## config.mk

```make
export PLATFORM = sky130hd
export DESIGN_NAME = pe_sequencer
export DESIGN_NICKNAME = d
export VERILOG_FILES = /design/src/rtl/pe_sequencer.sv
export SDC_FILE = /design/constraint.sdc
export NUM_CORES = 1
export LEC_CHECK = 0
export ABC_AREA = 1
export CAP_MARGIN = 20
export CORE_MARGIN = 4
export CORE_UTILIZATION = 55
export CTS_BUF_LIST = sky130_fd_sc_hd__clkbuf_8
export DETAILED_ROUTE_END_ITERATION = 10
export GPL_ROUTABILITY_DRIVEN = 1
export PLACE_DENSITY = 0.85
export SYNTH_ARGS = -nofsm -noshare
export SYNTH_HDL_FRONTEND = slang
export SYNTH_SLANG_ARGS = --single-unit
```

## constraint.sdc

```tcl
create_clock -name clk -period 5 [get_ports clk]
set_clock_uncertainty 0.1 [all_clocks]
set_input_delay 1 -clock clk [delete_from_list [all_inputs] [get_ports clk]]
set_output_delay 1 -clock clk [all_outputs]
set_load 0.005 [all_outputs]
```

## src/rtl/pe_sequencer.sv

```systemverilog
// rtl/pe_sequencer.sv - control FSM for one PE datapath: clear, load, arm, MAC run, flush.
// Optional watchdog with timeout_err port when PE_SEQ_TIMEOUT_EN is defined.
module pe_sequencer #(
   parameter int FLUSH_CYCLES   = 2,
`ifdef PE_SEQ_TIMEOUT_EN
   parameter int TIMEOUT_CYCLES = 1024,
`endif
   parameter int PSUM_CNT_W     = 16
) (
   input  logic                  clk,
   input  logic                  rst,
   input  logic                  start,
   input  logic [1:0]            num_filt,
   input  logic                  acc_en,
   input  logic                  psum_done,
   input  logic                  full_done,
   input  logic                  stride_pos_ld,
   input  logic                  outbuf_write,
   output logic                  regs_clr,
   output logic                  reset_Filter,
   output logic                  IF_read_start,
   output logic                  filter_read_start,
   output logic                  start_rd_gen,
   output logic                  filter_mux_sel,
   output logic                  reset_accumulation,
   output logic                  accumulate_input_psum,
   output logic                  usage_stride_pos_ld,
   output logic                  busy,
   output logic                  done,
`ifdef PE_SEQ_TIMEOUT_EN
   output logic                  timeout_err,
`endif
   output logic [PSUM_CNT_W-1:0] out_count
);

   localparam int FW = $clog2(FLUSH_CYCLES + 1);
`ifdef PE_SEQ_TIMEOUT_EN
   localparam int WW = $clog2(TIMEOUT_CYCLES + 1);
   logic [WW-1:0] wd_cnt;
`endif

   typedef enum logic [2:0] {IDLE, CLR, LOAD, ARM, RUN, NEXT, FLUSH, DONE} state_t;

   state_t        state;
   logic          nf_two;
   logic          filt_idx;
   logic [FW-1:0] flush_cnt;

   // The window only advances once the last filter of the window is active.
   assign usage_stride_pos_ld = (state == RUN) && stride_pos_ld && (filt_idx == nf_two);

   always_ff @(posedge clk or negedge rst) begin
      if (!rst) begin
         state                 <= IDLE;
         nf_two                <= 1'b0;
         filt_idx              <= 1'b0;
         flush_cnt             <= '0;
         out_count             <= '0;
         regs_clr              <= 1'b0;
         reset_Filter          <= 1'b0;
         IF_read_start         <= 1'b0;
         filter_read_start     <= 1'b0;
         start_rd_gen          <= 1'b0;
         filter_mux_sel        <= 1'b0;
         reset_accumulation    <= 1'b0;
         accumulate_input_psum <= 1'b0;
         busy                  <= 1'b0;
         done                  <= 1'b0;
`ifdef PE_SEQ_TIMEOUT_EN
         wd_cnt                <= '0;
         timeout_err           <= 1'b0;
`endif
      end else begin
         regs_clr          <= 1'b0;
         reset_Filter      <= 1'b0;
         IF_read_start     <= 1'b0;
         filter_read_start <= 1'b0;
         start_rd_gen      <= 1'b0;
         done              <= 1'b0;
         if (state != IDLE && outbuf_write && out_count != '1)
            out_count <= out_count + 1'b1;

         case (state)
            IDLE: begin
               if (start) begin
                  state                 <= CLR;
                  nf_two                <= (num_filt >= 2'd2);
                  accumulate_input_psum <= acc_en;
                  filt_idx              <= 1'b0;
                  out_count             <= '0;
                  regs_clr              <= 1'b1;
                  reset_Filter          <= 1'b1;
                  busy                  <= 1'b1;
`ifdef PE_SEQ_TIMEOUT_EN
                  timeout_err           <= 1'b0;
`endif
               end
            end
            CLR: begin
               state             <= LOAD;
               IF_read_start     <= 1'b1;
               filter_read_start <= 1'b1;
            end
            LOAD: begin
               state              <= ARM;
               start_rd_gen       <= 1'b1;
               reset_accumulation <= 1'b0;
            end
            ARM: begin
               state              <= RUN;
               reset_accumulation <= 1'b1;
               filter_mux_sel     <= 1'b0;
`ifdef PE_SEQ_TIMEOUT_EN
               wd_cnt             <= '0;
`endif
            end
            RUN: begin
               reset_accumulation <= 1'b1;
               filter_mux_sel     <= filt_idx;
`ifdef PE_SEQ_TIMEOUT_EN
               wd_cnt             <= psum_done ? '0 : wd_cnt + 1'b1;
`endif
               if (psum_done) begin
                  reset_accumulation <= 1'b0;
                  if (filt_idx != nf_two) begin
                     state          <= NEXT;
                     filt_idx       <= 1'b1;
                     reset_Filter   <= 1'b1;
                     filter_mux_sel <= 1'b1;
                  end else begin
                     filt_idx       <= 1'b0;
                     filter_mux_sel <= 1'b0;
                     if (full_done) begin
                        state     <= FLUSH;
                        flush_cnt <= '0;
                     end
                  end
               end else if (full_done) begin
                  state              <= FLUSH;
                  flush_cnt          <= '0;
                  reset_accumulation <= 1'b0;
                  filter_mux_sel     <= 1'b0;
               end
`ifdef PE_SEQ_TIMEOUT_EN
               else if (wd_cnt == WW'(TIMEOUT_CYCLES - 1)) begin
                  state              <= FLUSH;
                  flush_cnt          <= '0;
                  reset_accumulation <= 1'b0;
                  filter_mux_sel     <= 1'b0;
                  timeout_err        <= 1'b1;
               end
`endif
            end
            NEXT: begin
               state              <= RUN;
               reset_accumulation <= 1'b1;
               filter_mux_sel     <= 1'b1;
`ifdef PE_SEQ_TIMEOUT_EN
               wd_cnt             <= '0;
`endif
            end
            FLUSH: begin
               if (flush_cnt == FW'(FLUSH_CYCLES - 1)) begin
                  state <= DONE;
                  done  <= 1'b1;
               end else begin
                  flush_cnt <= flush_cnt + 1'b1;
               end
            end
            DONE: begin
               state                 <= IDLE;
               busy                  <= 1'b0;
               accumulate_input_psum <= 1'b0;
            end
            default: state <= IDLE;
         endcase
      end
   end

endmodule

```

==> results of run 1 <==
-- layer usage --
layer	share of wire [%]	vias to the layer above	GRT usage [%]
met2	48	44	33.9
met1	45	770	27.8
met3	5.3	5	5.37
li1	-	851	-
met4	1.8	0	10.0
met5	0	-	0
-- cells in the final DEF (no fill, tap or decap), types with 2 or more instances in the layout --
| cell | instances |
|---|---|
| clkbuf_8 | 5 |
| nor2_2 | 4 |
| nand4_1 | 6 |
| dfrtp_1 | 32 |
| inv_2 | 2 |
| inv_1 | 31 |
| ha_1 | 2 |
| nor2_1 | 40 |
| nand3_1 | 17 |
| o21ai_0 | 11 |
| clkdlybuf4s50_1 | 35 |
| nand2_1 | 76 |
| nand2_2 | 5 |
| nor3_1 | 2 |
| a21oi_1 | 9 |
-- worst max path at each step --
stage	slack, ps	depth (start not counted)	startpoint	to
6_report	1820	4	stride_pos_ld	usage_stride_pos_ld
5_1_grt	1760	4	stride_pos_ld	usage_stride_pos_ld
4_1_cts	1820	4	stride_pos_ld	usage_stride_pos_ld
3_5_place_dp	1820	4	stride_pos_ld	usage_stride_pos_ld
3_3_place_gp	1820	4	stride_pos_ld	usage_stride_pos_ld
2_1_floorplan	2760	2	stride_pos_ld	usage_stride_pos_ld
-- through the flow --
step	area, sq um	util, %	std cells	hold slack, ps
2_1_floorplan	1760	-	247	369
3_3_place_gp	2140	70.1	323	390
3_5_place_dp	2140	70.1	323	407
4_1_cts	2250	73.6	331	422
5_1_grt	2250	73.6	331	451
6_report	2250	73.6	331	417
-- worst max-delay path, cell delays in order --
cell and delay, ps:
clkdlybuf4s50_1 450, nand2_1 50, nor2_1 80, clkdlybuf4s50_1 500
-- cell type report --
cell class                      instances  area, sq um
Clock inverter                          3         38.8
Tap cell                               44         55.1
Clock buffer                            5         68.8
Inverter                               32          120
Sequential cell                        32          801
Multi-Input combinational cell        179          806
Fill cell                             252          806
Timing Repair Buffer                   36          358
-- power by group --
part	switching (W)	internal [W]	total, W
clock	0.0000934	0.000146	0.000239
combinational	0.000201	0.000169	0.000370
sequential	0.0000642	0.000328	0.000392
-- sequential cells by signal, indices dropped and copies added, names as in the netlist --
register               count
out_count                 16
filter_read_start          1
accumulate_input_psum      1
flush_cnt                  2
busy                       1
filter_mux_sel             1
done                       1
reset_accumulation         1
regs_clr                   1
start_rd_gen               1
filt_idx                   1
reset_Filter               1
state                      3
nf_two                     1
-- kinds of logic after synthesis --
kind of cell,after synthesis
AO/OA/AOI/OAI,23
flip-flops,32
buffers and inverters,36
adder cells (fa/ha/maj),2
XOR/XNOR,2
AND/OR/NAND/NOR,152
==> results.yml, run 1 <==
final_layout:
  layout.nets: 298
  diodes: 0
  syn_to_final_growth_pct: 27.8
  drive_gt1_share_pct: 7.32
synth:
  yosysMostFrequentCell: "nand2_1"
  synth_nets: 259
  synth.area.top_cells: "dfrtp_1 (46%), nand2_1 (16%), nor2_1 (8.5%)"
  avgSynthCellArea_sq_um: 7.12
  yosysUniqueCellTypes: 23
  synth_compound_area_share_pct: 6.90
  synth_xor_area_share_pct: 0.996
  synth-async-reset-ratio_pct: 100
  synth_common_cells: "nand2_1 (76), nor2_1 (40), dfrtp_1 (32), inv_1 (30), nand3_1 (17)"
  yosys_most_used_dff: "dfrtp_1"
  synth_top_family_by_area: "simple AND/OR/NAND/NOR gates"
  synth_simple_gate_area_share_pct: 36.5
  yosysTopAreaCell: "dfrtp_1"
  synthCells: 247
  muxShareOfSynthArea_pct: 0
  synth_edf_count: 0
  ys_seq_elements: 32
  yosysSeqAreaShare_pct: 45.6
  synth_top_cell_area_share_pct: 45.6
  synth_area_sq_um: 1760
  yosysWarnings: 0
  synthAdderAreaFrac_pct: 1.42
drt:
  antenna_left: 0
  wl_per_cell_um: 12.1
  detail_route.iter0.violations: 97
  dr.pass1.iters: 4
  viasPerCell: 5.05
  num_vias: 1670
  drc: 0
  wl_um: 4000
pwr:
  total_power_w: 0.00100
  peakVddDrop_mv: 0.376
  power_per_cell_area_nw_per_um2: 446
  p_leak_nw: 1.07
clocking:
  cts_buffers: 5
  cts_setup_buffers: 0
  ctsResizeCount: 0
  cts_tree: "done"
  cts.htree.levels: 2
  root_buffer: "clkbuf_8"
  cts_sinks: 32
  clock_latency_ps: 290
  cts_hold_buf: 0
  cts_buffer_depth: 2
  path_clk_slew_ps: 70
global_route:
  grt_pass1_vias: 1493
  grt_use_total_pct: 21.5
  grt_antenna_before_repair: 0
  overflow: 0
  grt_max_degree: 33
  grt_pass1_wl_um: 6750
die:
  start_util_pct: 57.6
  io_pins: 37
  die_w_um: 64.5
  rows: 20
  die_y_um: 64.5
  die-area_sq_um: 4160
  core_region_area_sq_um: 3050
timing:
  fin_crit_ps: 3180
  fin_ws_ps: 1820
  fmax_mhz: 315
  fin_crit_sh_pct: 63.5
  finalSetupViolations: 0
  maxSlewViolCount: 0
  slew-limit-headroom_pct: 60.9
  tns_ps: 0
  rsz0062_at_grt: "no"
  hold_violations: 0
  worst_pin_slew_ps: 585
setup_path:
  cp-start-kind: "primary input"
  crit_fanout: 1
  r2r_start: "out_count[0]"
  reg2reg_depth: 9
  r2r-end: "out_count[15]"
  path_class: "primary input to output port"
  rrSetupSlack_ps: 3040
  cp_data_arrival_time_ps: 2080
  end_kind: "output port"
  cp.required_ps: 3900
run_status:
  status: "finished, final reports clean"
worst_hold_path:
  min_path_cells: 2
  hp-class: "flop to flop"
  hp-start: "busy"
  min_to: "busy"
place:
  hpwl_um: 2850
  gp_congestion: 0.895
  dpl_worst_slack_ps: 1820
  port_buffers: 35
flow_run:
  cap_violations: 0
No activity file was read; power rests on OpenSTA's default activity.
==> run 2: changes to the inputs <==
--- a/config.mk
+++ b/config.mk
@@ -8,11 +8,11 @@
 export ABC_AREA = 1
 export CAP_MARGIN = 20
 export CORE_MARGIN = 4
-export CORE_UTILIZATION = 55
+export CORE_UTILIZATION = 52
 export CTS_BUF_LIST = sky130_fd_sc_hd__clkbuf_8
 export DETAILED_ROUTE_END_ITERATION = 10
 export GPL_ROUTABILITY_DRIVEN = 1
-export PLACE_DENSITY = 0.85
+export PLACE_DENSITY = 0.81
 export SYNTH_ARGS = -nofsm -noshare
 export SYNTH_HDL_FRONTEND = slang
 export SYNTH_SLANG_ARGS = --single-unit
==> constraint.sdc (replaced) <==
create_clock -name clk -period 3.1 [get_ports clk]
set_clock_uncertainty 0.1 [all_clocks]
set_input_delay 0.62 -clock clk [delete_from_list [all_inputs] [get_ports clk]]
set_output_delay 0.62 -clock clk [all_outputs]
set_load 0.005 [all_outputs]
==> results.yml, run 2 (same netlist as run 1, synthesis figures left out) <==
worst_hold_path:
  hp-class: "flop to flop"
die:
  die_w_um: 66.1
  io_pins: 37
  rows: 20
  core_region_area_sq_um: 3150
  start_util_pct: 55.8
  die-area_sq_um: 4380
  die_y_um: 66.1
drt:
  wl_um: 4060
  dr.pass1.iters: 5
  drc: 0
  detail_route.iter0.violations: 103
  viasPerCell: 5.10
  antenna_left: 0
  wl_per_cell_um: 12.3
  num_vias: 1687
global_route:
  grt_pass1_wl_um: 6750
  grt_use_total_pct: 20.4
  grt_pass1_vias: 1544
  grt_antenna_before_repair: 0
  grt_max_degree: 33
  overflow: 0
clocking:
  path_clk_slew_ps: 70
  root_buffer: "clkbuf_8"
  cts_buffers: 5
  cts.htree.levels: 2
  cts_tree: "done"
  clock_latency_ps: 280
  cts_buffer_depth: 2
  cts_hold_buf: 0
  cts_setup_buffers: 0
  cts_sinks: 32
  ctsResizeCount: 0
timing:
  slew-limit-headroom_pct: 60.4
  fin_crit_sh_pct: 78.4
  whs_ps: 405
  fin_crit_ps: 2430
  maxSlewViolCount: 0
  worst_pin_slew_ps: 593
  tns_ps: 0
  fmax_mhz: 411
  hold_violations: 0
  finalSetupViolations: 0
  fin_ws_ps: 669
  rsz0062_at_grt: "no"
final_layout:
  nFillCells: 266
  largest_register_ffs: 16
  postLayoutCoreUtil_pct: 71.3
  layout_commonest_cell: "nand2_1"
  diodes: 0
  syn_to_final_growth_pct: 27.8
  largest_register: "out_count"
  top_regs: "out_count (16), state (3), flush_cnt (2)"
  final_cells: 331
  final_cell_mix: "nand2_1 (76), nor2_1 (40), clkdlybuf4s50_1 (35), dfrtp_1 (32), inv_1 (31)"
  layout.nets: 298
  drive_gt1_share_pct: 7.32
pwr:
  p_leak_nw: 1.07
  peakVddDrop_mv: 0.482
  power_per_cell_area_nw_per_um2: 718
setup_path:
  reg2reg_depth: 10
  r2r_start: "out_count[0]"
  worstSetupStartpoint: "stride_pos_ld"
  path_class: "primary input to output port"
  crit_path_end: "usage_stride_pos_ld"
  crit_fanout: 1
  path_common_cell: "clkdlybuf4s50_1"
  r2r-end: "out_count[5]"
  rrSetupSlack_ps: 1150
  crit_chain: "clkdlybuf4s50_1 > nand2_1 > nor2_1 > clkdlybuf4s50_1"
  end_kind: "output port"
  critPathMaxStageDelay_ps: 500
  cp-start-kind: "primary input"
  cp_slowest_cell: "clkdlybuf4s50_1"
  cp_data_arrival_time_ps: 1710
  cp.required_ps: 2380
place:
  hpwl_um: 2900
  port_buffers: 35
  placed_cells: 323
  dpl_worst_slack_ps: 655
  gp_congestion: 0.888
flow_run:
  cap_violations: 0
run_status:
  status: "finished, final reports clean"
run 2: cell counts in the layout (fill, tap and decap cells not counted):
Identical to the previous run, type by type.
run 2: metal layers:
layer,GRT usage (%),routed length [um]
met5,0,0
met4,8.38,83
met3,6.12,340
met2,30.6,1810
met1,27.3,1830
run 2: critical path: cells and delay by family:
family | cells | cell delay (ps)
buffers and inverters | 2 | 960
AND/OR/NAND/NOR | 2 | 140
run 2: final cells by class:
class / count / area, sq um / share of cell area, %
Tap cell: 44 / 55.1 / 2.45
Multi-Input combinational cell: 179 / 806 / 35.9
Timing Repair Buffer: 36 / 358 / 15.9
Inverter: 32 / 120 / 5.35
Sequential cell: 32 / 801 / 35.6
Clock buffer: 5 / 68.8 / 3.06
Clock inverter: 3 / 38.8 / 1.73
run 2: power breakdown:
group | total [W] | internal, W | switching (W)
registers | 0.000630 | 0.000529 | 0.000101
clock network | 0.000389 | 0.000235 | 0.000154
logic | 0.000594 | 0.000272 | 0.000322
total | 0.00161 | 0.00104 | 0.000577
run 2: worst min path at each step:
stage	start	to	slack (ps)	depth (start not counted)
final	busy	busy	410	2
after detailed placement	filter_mux_sel	filter_mux_sel	390	2
after global placement	filter_mux_sel	filter_mux_sel	390	2
after floorplan	rst	accumulate_input_psum	220	0
after CTS	busy	busy	410	2
after global routing	nf_two	nf_two	450	2
run 2: through the flow:
stage | area (sq um) | power [W]
2_1_floorplan | 1760 | 0.000982
3_3_place_gp | 2140 | 0.00121
3_5_place_dp | 2140 | 0.00123
4_1_cts | 2250 | 0.00162
5_1_grt | 2250 | 0.00174
6_report | 2250 | 0.00161
==> run 3: changes to the inputs <==
--- a/config.mk
+++ b/config.mk
@@ -8,11 +8,11 @@
 export ABC_AREA = 1
 export CAP_MARGIN = 20
 export CORE_MARGIN = 4
-export CORE_UTILIZATION = 52
+export CORE_UTILIZATION = 47
 export CTS_BUF_LIST = sky130_fd_sc_hd__clkbuf_8
 export DETAILED_ROUTE_END_ITERATION = 10
 export GPL_ROUTABILITY_DRIVEN = 1
-export PLACE_DENSITY = 0.81
+export PLACE_DENSITY = 0.77
 export SYNTH_ARGS = -nofsm -noshare
 export SYNTH_HDL_FRONTEND = slang
 export SYNTH_SLANG_ARGS = --single-unit
==> constraint.sdc (replaced) <==
create_clock -name clk -period 2 [get_ports clk]
set_clock_uncertainty 0.1 [all_clocks]
set_input_delay 0.4 -clock clk [delete_from_list [all_inputs] [get_ports clk]]
set_output_delay 0.4 -clock clk [all_outputs]
set_load 0.005 [all_outputs]
==> results.yml, run 3 (same netlist as run 1, synthesis figures left out) <==
setup_path:
  reg2reg_depth: 9
  cp-start-kind: "flop"
  cp.depth: 1
  r2r-end: "out_count[14]"
  r2r_start: "out_count[1]"
  critPathMaxStageDelay_ps: 550
  cp_slowest_cell: "clkdlybuf4s50_1"
  end_kind: "output port"
  rrSetupSlack_ps: 200
  path_class: "flop to output port"
  worstSetupStartpoint: "out_count[2]"
  cp.required_ps: 1500
  crit_chain: "clkdlybuf4s50_1"
  cp_data_arrival_time_ps: 1310
  crit_path_end: "out_count[2]"
  crit_buf_inv: 1
  cp_top_family: "buffers and inverters"
  crit_fanout: 7
place:
  dpl_worst_slack_ps: -18.4
  port_buffers: 35
  gp_congestion: 0.857
  hpwl_um: 2940
pwr:
  p_leak_nw: 1.09
  peakVddDrop_mv: 0.667
  power_per_cell_area_nw_per_um2: 1080
final_layout:
  layout_commonest_cell: "nand2_1"
  layout.nets: 302
  diodes: 0
  top_regs: "out_count (16), state (3), flush_cnt (2)"
  largest_register: "out_count"
  largest_register_ffs: 16
  drive_gt1_share_pct: 9.62
  final_cell_mix: "nand2_1 (76), nor2_1 (39), clkdlybuf4s50_1 (34), dfrtp_1 (32), inv_1 (30)"
  postLayoutCoreUtil_pct: 65.5
  syn_to_final_growth_pct: 29.3
drt:
  wl_per_cell_um: 11.7
  antenna_left: 0
  dr.pass1.iters: 6
  viasPerCell: 5.01
  wl_um: 3930
  drc: 0
  detail_route.iter0.violations: 153
  num_vias: 1690
die:
  rows: 21
  die-area_sq_um: 4780
  core_region_area_sq_um: 3470
  die_y_um: 69.2
  start_util_pct: 50.7
  io_pins: 37
  die_w_um: 69.2
clocking:
  cts_hold_buf: 0
  root_buffer: "clkbuf_8"
  cts_sinks: 32
  cts_buffer_depth: 2
  clock_latency_ps: 280
  cts_buffers: 5
  cts_tree: "done"
  cts.htree.levels: 2
  path_clk_slew_ps: 70
global_route:
  grt_max_degree: 33
  grt_antenna_before_repair: 0
  overflow: 0
  grt_pass1_vias: 1573
  grt_use_total_pct: 17.6
  grt_pass1_wl_um: 6960
timing:
  finalSetupViolations: 0
  worst_pin_slew_ps: 403
  slew-limit-headroom_pct: 73.1
  fin_ws_ps: 189
  maxSlewViolCount: 0
  hold_violations: 0
  fmax_mhz: 552
  fin_crit_sh_pct: 90.5
  rsz0062_at_grt: "no"
  fin_crit_ps: 1810
run_status:
  status: "finished, final reports clean"
worst_hold_path:
  hp-class: "primary input to async pin"
flow_run:
  cap_violations: 0
==> run 3: worst min-delay path by stage <==
| stage | slack [ps] | to | startpoint |
|---|---|---|---|
| after detailed placement | 400 | busy | busy |
| final | 410 | flush_cnt[1] | rst |
| after CTS | 420 | flush_cnt[1] | rst |
| after floorplan | 4 | accumulate_input_psum | rst |
| after global placement | 390 | busy | busy |
| after global routing | 440 | busy | busy |
==> run 3: per-layer routing <==
metal	vias up	wire (um)	GRT usage, %
met5	-	0	0
met4	0	38	4.77
met3	5	247	4.51
met2	54	1790	28.1
met1	771	1850	23.6
li1	860	-	-
==> run 3: layout make-up <==
type / count / area (sq um)
Fill cell: 333 / 1190
Multi-Input combinational cell: 179 / 816
Sequential cell: 32 / 801
Timing Repair Buffer: 40 / 387
Inverter: 32 / 120
Clock buffer: 6 / 82.6
Tap cell: 46 / 57.6
Clock inverter: 2 / 10.0
==> run 3: power by group <==
part | total, W | leakage, nW | switching [W] | internal, W
Clock | 0.000506 | 0.0510 | 0.000232 | 0.000274
Sequential | 0.000962 | 0.422 | 0.000142 | 0.000819
Combinational | 0.000996 | 0.620 | 0.000525 | 0.000470
Total | 0.00246 | 1.09 | 0.000900 | 0.00156
==> run 3: what timing repair did <==
action                     4_1_cts  5_1_grt
buffers inserted                 1        0
gates resized for setup          3        0
setup endpoints to repair        1        0
==> run 3: stage by stage <==
step	TNS, ps	cell area (sq um)	hold WS, ps	total power (W)	std cells
floorplan	0	1760	4.41	0.00152	247
global placement	0	2160	390	0.00191	328
detailed placement	-18.4	2160	401	0.00194	328
CTS	0	2270	416	0.00249	337
global route	0	2270	437	0.00266	337
finish	0	2270	412	0.00246	337
